==> src/rtl/rr_req_agent.sv <==
// rtl/rr_req_agent.sv - per-channel FIFOs feeding a round-robin arbiter and a shared 3-entry output queue
// Optional grant checker enabled by defining RR_REQ_AGENT_ERR_EN.
module rr_req_agent #(
  parameter  int N     = 4,
  parameter  int W     = 8,
  parameter  int DEPTH = 4,
  localparam int IW    = $clog2(N)
) (
  input  logic            clk,
  input  logic            rstn,
  input  logic [N-1:0]    in_valid,
  input  logic [N*W-1:0]  in_data,
  output logic [N-1:0]    in_ready,
  output logic [N-1:0]    req,
  output logic            arb_en,
  input  logic [N-1:0]    grant,
  input  logic [IW-1:0]   grant_ID,
  output logic            out_valid,
  output logic [W-1:0]    out_data,
  output logic [IW-1:0]   out_id,
  input  logic            out_ready,
  output logic            err
);

  localparam int PW = $clog2(DEPTH);
  localparam int CW = PW + 1;
  localparam logic [CW-1:0] FULL = CW'(DEPTH);

  logic [W-1:0]  r_mem [N][DEPTH];
  logic [PW-1:0] r_wp  [N];
  logic [PW-1:0] r_rp  [N];
  logic [CW-1:0] r_cnt [N];
  logic          r_en_q;
  logic          r_err;

  logic [W-1:0]  r_oq_data [3];
  logic [IW-1:0] r_oq_id   [3];
  logic [1:0]    r_oq_rp;
  logic [1:0]    r_oq_wp;
  logic [1:0]    r_oq_cnt;

  logic [N-1:0]  w_push;
  logic [N-1:0]  w_nonempty;
  logic [N-1:0]  w_cand;
  logic [N-1:0]  w_pop;
  logic          w_any_pop;
  logic          w_deq;
  logic          w_bad;
  logic [IW-1:0] w_pop_idx;
  logic [W-1:0]  w_pop_data;

  function automatic logic [1:0] oq_inc(input logic [1:0] p);
    return (p == 2'd2) ? 2'd0 : p + 2'd1;
  endfunction

  always_comb begin
    for (int i = 0; i < N; i++) begin
      w_nonempty[i] = (r_cnt[i] != '0);
      in_ready[i]   = (r_cnt[i] != FULL);
      w_push[i]     = in_valid[i] && in_ready[i];
    end
  end

`ifdef RR_REQ_AGENT_ERR_EN
  logic [N-1:0] w_id_hot;
  always_comb begin
    w_id_hot = N'(1) << grant_ID;
    w_bad    = r_en_q && (((grant & (grant - N'(1))) != '0) ||
                          ((grant & ~w_nonempty) != '0) ||
                          ((grant != '0) && (grant != w_id_hot)));
  end
`else
  logic w_unused_id;
  assign w_unused_id = ^grant_ID;
  assign w_bad       = 1'b0;
`endif

  // Only a grant issued on the last edge (en_q) is acted on; held grants are stale.
  assign w_cand = (r_en_q && !w_bad) ? (grant & w_nonempty) : '0;

  always_comb begin
    w_pop      = '0;
    w_pop_idx  = '0;
    w_pop_data = '0;
    for (int i = N - 1; i >= 0; i--) begin
      if (w_cand[i]) begin
        w_pop      = '0;
        w_pop[i]   = 1'b1;
        w_pop_idx  = IW'(i);
        w_pop_data = r_mem[i][r_rp[i]];
      end
    end
  end

  assign w_any_pop = |w_pop;

  always_comb begin
    for (int i = 0; i < N; i++)
      req[i] = (r_cnt[i] - {{(CW-1){1'b0}}, w_pop[i]}) != '0;
  end

  // Keeps one free slot for the grant the arbiter registers on this edge.
  assign arb_en    = ({1'b0, r_oq_cnt} + {2'b00, w_any_pop}) <= 3'd2;
  assign out_valid = (r_oq_cnt != 2'd0);
  assign out_data  = out_valid ? r_oq_data[r_oq_rp] : '0;
  assign out_id    = out_valid ? r_oq_id[r_oq_rp] : '0;
  assign w_deq     = out_valid && out_ready;
  assign err       = r_err;

  always_ff @(posedge clk) begin
    if (!rstn) begin
      for (int i = 0; i < N; i++) begin
        r_wp[i]  <= '0;
        r_rp[i]  <= '0;
        r_cnt[i] <= '0;
      end
      r_en_q   <= 1'b0;
      r_err    <= 1'b0;
      r_oq_rp  <= 2'd0;
      r_oq_wp  <= 2'd0;
      r_oq_cnt <= 2'd0;
    end else begin
      r_en_q <= arb_en;
      for (int i = 0; i < N; i++) begin
        if (w_push[i]) begin
          r_mem[i][r_wp[i]] <= in_data[i*W +: W];
          r_wp[i]           <= r_wp[i] + PW'(1);
        end
        if (w_pop[i])
          r_rp[i] <= r_rp[i] + PW'(1);
        r_cnt[i] <= r_cnt[i] + CW'(w_push[i]) - CW'(w_pop[i]);
      end
      if (w_any_pop) begin
        r_oq_data[r_oq_wp] <= w_pop_data;
        r_oq_id[r_oq_wp]   <= w_pop_idx;
        r_oq_wp            <= oq_inc(r_oq_wp);
      end
      if (w_deq)
        r_oq_rp <= oq_inc(r_oq_rp);
      r_oq_cnt <= r_oq_cnt + {1'b0, w_any_pop} - {1'b0, w_deq};
      if (w_bad)
        r_err <= 1'b1;
    end
  end

endmodule

==> config.mk <==
export PLATFORM = sky130hd
export DESIGN_NAME = rr_req_agent
export DESIGN_NICKNAME = d
export VERILOG_FILES = /design/src/rtl/rr_req_agent.sv
export SDC_FILE = /design/constraint.sdc
export NUM_CORES = 1
export LEC_CHECK = 0
export CAP_MARGIN = 10
export CORE_UTILIZATION = 60
export CTS_BUF_LIST = sky130_fd_sc_hd__clkbuf_8 sky130_fd_sc_hd__clkbuf_16
export DETAILED_ROUTE_END_ITERATION = 8
export GPL_TIMING_DRIVEN = 1
export PLACE_DENSITY = 0.91
export SETUP_SLACK_MARGIN = 0.15
export SLEW_MARGIN = 5
export SYNTH_ARGS = -nofsm -noshare
export SYNTH_HDL_FRONTEND = slang
export SYNTH_SLANG_ARGS = --single-unit
==> constraint.sdc <==
create_clock -name clk -period 4.21 [get_ports clk]
set_input_delay 0.421 -clock clk [delete_from_list [all_inputs] [get_ports clk]]
set_output_delay 0.421 -clock clk [all_outputs]
set_load 0.02 [all_outputs]
==> impl_metrics.py <==
metrics = {
    "global_routing": {
        "grt_pass1_vias": 4764,
        "grt_pass1_wl_mm": 25.6,
        "grtUsageTotal_pct": 24.8,
        "grt_antenna_before_repair": 0,
        "grt_overflow": 0,
        "grt_max_degree": 23,
    },
    "timing": {
        "clock_skew_ns": 0.0115,
        "final_max_slew_viol_count": 0,
        "tightest_slew_ns": 0.722,
        "period_needed_ns": 3.66,
        "fin_crit_sh_pct": 86.9,
        "rsz0062_at_grt": "false",
        "setup_viol": 0,
        "max_freq_mhz": 273,
        "final.setup.tns_ns": 0,
        "hold_viol_final": 0,
        "maxSlewHeadroom_pct": 51.7,
    },
    "run": {
        "drv_cap": 0,
    },
    "setup_path": {
        "path_delay_family": "buffers and inverters",
        "cp.depth": 8,
        "cp.required_ns": 3.79,
        "timing.rr.start": "r_cnt[1][1]$_SDFF_PN0_",
        "critPathMaxStageDelay_ns": 0.58,
        "critPathKind": "reg2out",
        "cp_cell_sequence": "o311ai_4 -> inv_2 -> nor2_1 -> ha_1 -> inv_1 -> ha_1 -> or3_1 -> clkdlybuf4s50_1",
        "cp_slowest_cell": "dfxtp_1",
        "cp_data_arrival_time_ns": 3.24,
        "crit_path_end_kind": "output pin",
        "rr_endpoint": "r_cnt[2][2]$_SDFF_PN0_",
        "cp-endpoint": "req[1]",
        "worstSetupStartpointType": "register",
        "r2r_slack_ns": 1.29,
        "critPathMaxFanout": 22,
        "setup.worst_path.start": "r_en_q$_SDFF_PN0_",
        "cp.buffers_inverters": 3,
        "worst_r2r_path_depth": 10,
        "crit_path_frequent_cell": "ha_1",
    },
    "layout": {
        "nNetsFinal": 665,
        "area_delta_synth_final_pct": 15.9,
        "num_antenna_cells": 0,
        "drive_gt1_share_pct": 11.5,
        "fin_cells": 767,
    },
    "route": {
        "vias": 4590,
        "viasPerCell": 5.98,
        "firstDrtPassIters": 5,
        "postRouteAntennaNets": 0,
        "drt-total-wl_mm": 16.4,
        "wl_per_cell_um": 21.4,
        "drc": 0,
        "initialDrtViolationCount": 505,
    },
    "yosys": {
        "netlist_instances": 514,
        "syn_area_per_cell_sq_um": 16.3,
        "synth_nets": 600,
        "synth_seq_cells": 195,
        "yosysWarnings": 0,
        "ys_seq_area_share_pct": 67.5,
        "synth_area_sq_um": 8360,
        "synth.distinct_cells": 40,
    },
    "placement": {
        "portBuffers": 62,
        "dpl.cell_count": 736,
        "dpl.hpwl_mm": 10.8,
        "gp_congestion": 0.828,
    },
    "run_status": {
        "status": "finished, final reports clean",
    },
    "clocking": {
        "cts.sinks": 195,
        "tritoncts": "built",
        "hold_buffers": 0,
        "post_cts_resized": 0,
        "htreeDepth": 4,
        "cts-root-buf": "clkbuf_16",
        "cts_max_path_buffers": 2,
        "clock_latency_ns": 0.44,
        "cts.clk_slew.worst_paths_ns": 0.07,
        "cts_setup_buffers": 0,
        "numCtsBuffers": 17,
    },
    "pwr": {
        "power.density_nw_per_um2": 570,
        "peakVddDrop_mv": 0.377,
        "leakagePower_nw": 3.41,
    },
    "die": {
        "dieHeight_um": 120,
        "num_rows": 42,
        "die_w_um": 120,
        "design.portCount": 66,
        "dieArea_sq_um": 14400,
        "coreArea_sq_um": 13400,
        "initial_core_util_pct": 62.4,
    },
    "hold_path": {
        "holdCritPathClass": "reg2reg",
    },
}
-- report_power, final --
group          leakage [nW]  switching (W)  internal [W]
Clock                 0.276       0.000664      0.000856
Sequential             1.78       0.000205       0.00238
Combinational          1.35       0.000770      0.000647
-- state kept, by name, indices dropped and copies added (netlist names), 6 cells and up, named ones only --
register,cells
r_oq_id,6
r_rp,8
r_wp,8
r_oq_data,24
r_mem,128
r_cnt,12
-- cell type report --
class                           instances  area (sq um)
Clock buffer                           17           425
Clock inverter                         14           124
Fill cell                             785          3710
Inverter                               33           124
Multi-Input combinational cell        266          2500
Sequential cell                       195          5650
Tap cell                              176           220
Timing Repair Buffer                   66           651
-- per-stage QoR --
| stage | worst slack [ns] | util (%) | area, sq um | hold WS (ns) | total power [W] |
|---|---|---|---|---|---|
| global route | 0.405 | 72.3 | 9690 | 0.582 | 0.00575 |
| finish | 0.551 | 72.3 | 9690 | 0.568 | 0.00552 |
| global placement | 0.772 | 68.2 | 9140 | 0.531 | 0.00388 |
| CTS | 0.584 | 72.3 | 9690 | 0.568 | 0.00552 |
| detailed placement | 0.729 | 68.2 | 9140 | 0.564 | 0.00399 |
| floorplan | 1.85 | - | 8360 | 0.510 | 0.00347 |
-- synth_stat cells, drive strengths merged --
master	number	share of area, %
nand3	7	0.42
a21oi	12	0.72
inv	33	1.5
nor3	2	0.12
nand2	7	0.31
o311ai	4	0.72
xor2	4	0.42
nand4	1	0.075
fa	4	0.96
conb	1	0.045
dfxtp	21	5.0
ha	37	5.5
or3	2	0.15
o21ai	10	0.60
mux2i	12	1.4
nor4	1	0.25
a22oi	16	1.4
xnor2	14	1.5
and2	42	3.1
mux4	32	8.6
edfxtp	174	63
o311a	2	0.24
clkbuf	10	0.48
nand2b	6	0.45
nor2b	6	0.45
nor2	36	1.6
nor3b	2	0.18
and3	5	0.37
a21o	1	0.090
buf	10	0.64
-- cell families (layout without fill, tap and decap cells) --
logic type	Yosys count	in the layout	synth area share, %
other	1	1	0.0449
buffers and inverters	53	130	2.60
xor gates and xnor gates	18	18	1.89
AOI/OAI and AO/OA	45	45	3.80
adders and majority gates	41	41	6.50
muxes	44	44	10.1
DFF	195	195	67.5
and+or+nand+nor	117	117	7.57
-- routing by layer --
layer	share of wire [%]	GRT usage, %
met4	3.2	12.9
met2	51	40.9
met5	0	0
met1	39	31.3
met3	6.2	4.66
-- cell usage in the layout, fill, tap and decap left out, drive strengths merged --
cell type	Yosys	final
clkdlybuf4s50	0	62
ha	37	37
clkbuf	10	17
mux4	32	32
nand2b	6	6
a21o	1	1
clkinv	0	8
a22oi	16	16
nor4	1	1
nor2	36	36
nor3	2	2
nor3b	2	2
mux2i	12	12
nand4	1	1
and2	42	42
o21ai	10	10
conb	1	1
o311a	2	2
o311ai	4	4
xor2	4	4
nand3	7	7
buf	10	4
nand2	7	7
nor2b	6	6
xnor2	14	14
bufinv	0	2
inv	33	35
and3	5	5
clkinvlp	0	2
or3	2	2
edfxtp	174	174
fa	4	4
dfxtp	21	21
a21oi	12	12
-- worst min-delay path by stage --
stage / start / to / slack (ns) / cells past startpoint
3_5_place_dp: r_oq_rp[0]$_SDFFE_PN0P_ / register / 0.56 / 2
4_1_cts: r_oq_rp[0]$_SDFFE_PN0P_ / register / 0.57 / 2
5_1_grt: r_oq_rp[0]$_SDFFE_PN0P_ / register / 0.58 / 2
3_3_place_gp: r_oq_rp[0]$_SDFFE_PN0P_ / r_oq_rp[0]$_SDFFE_PN0P_ / 0.53 / 2
6_report: r_oq_rp[0]$_SDFFE_PN0P_ / register / 0.57 / 2
2_1_floorplan: r_oq_rp[0]$_SDFFE_PN0P_ / register / 0.51 / 2
-- tightest hold or removal path, delay by kind of cell (launching register included) --
kind | cells | cell delay (ns)
flops | 1 | 0.32
compound gates | 1 | 0.13
simple gates | 1 | 0.07
Power figures use the tool's default switching activity.
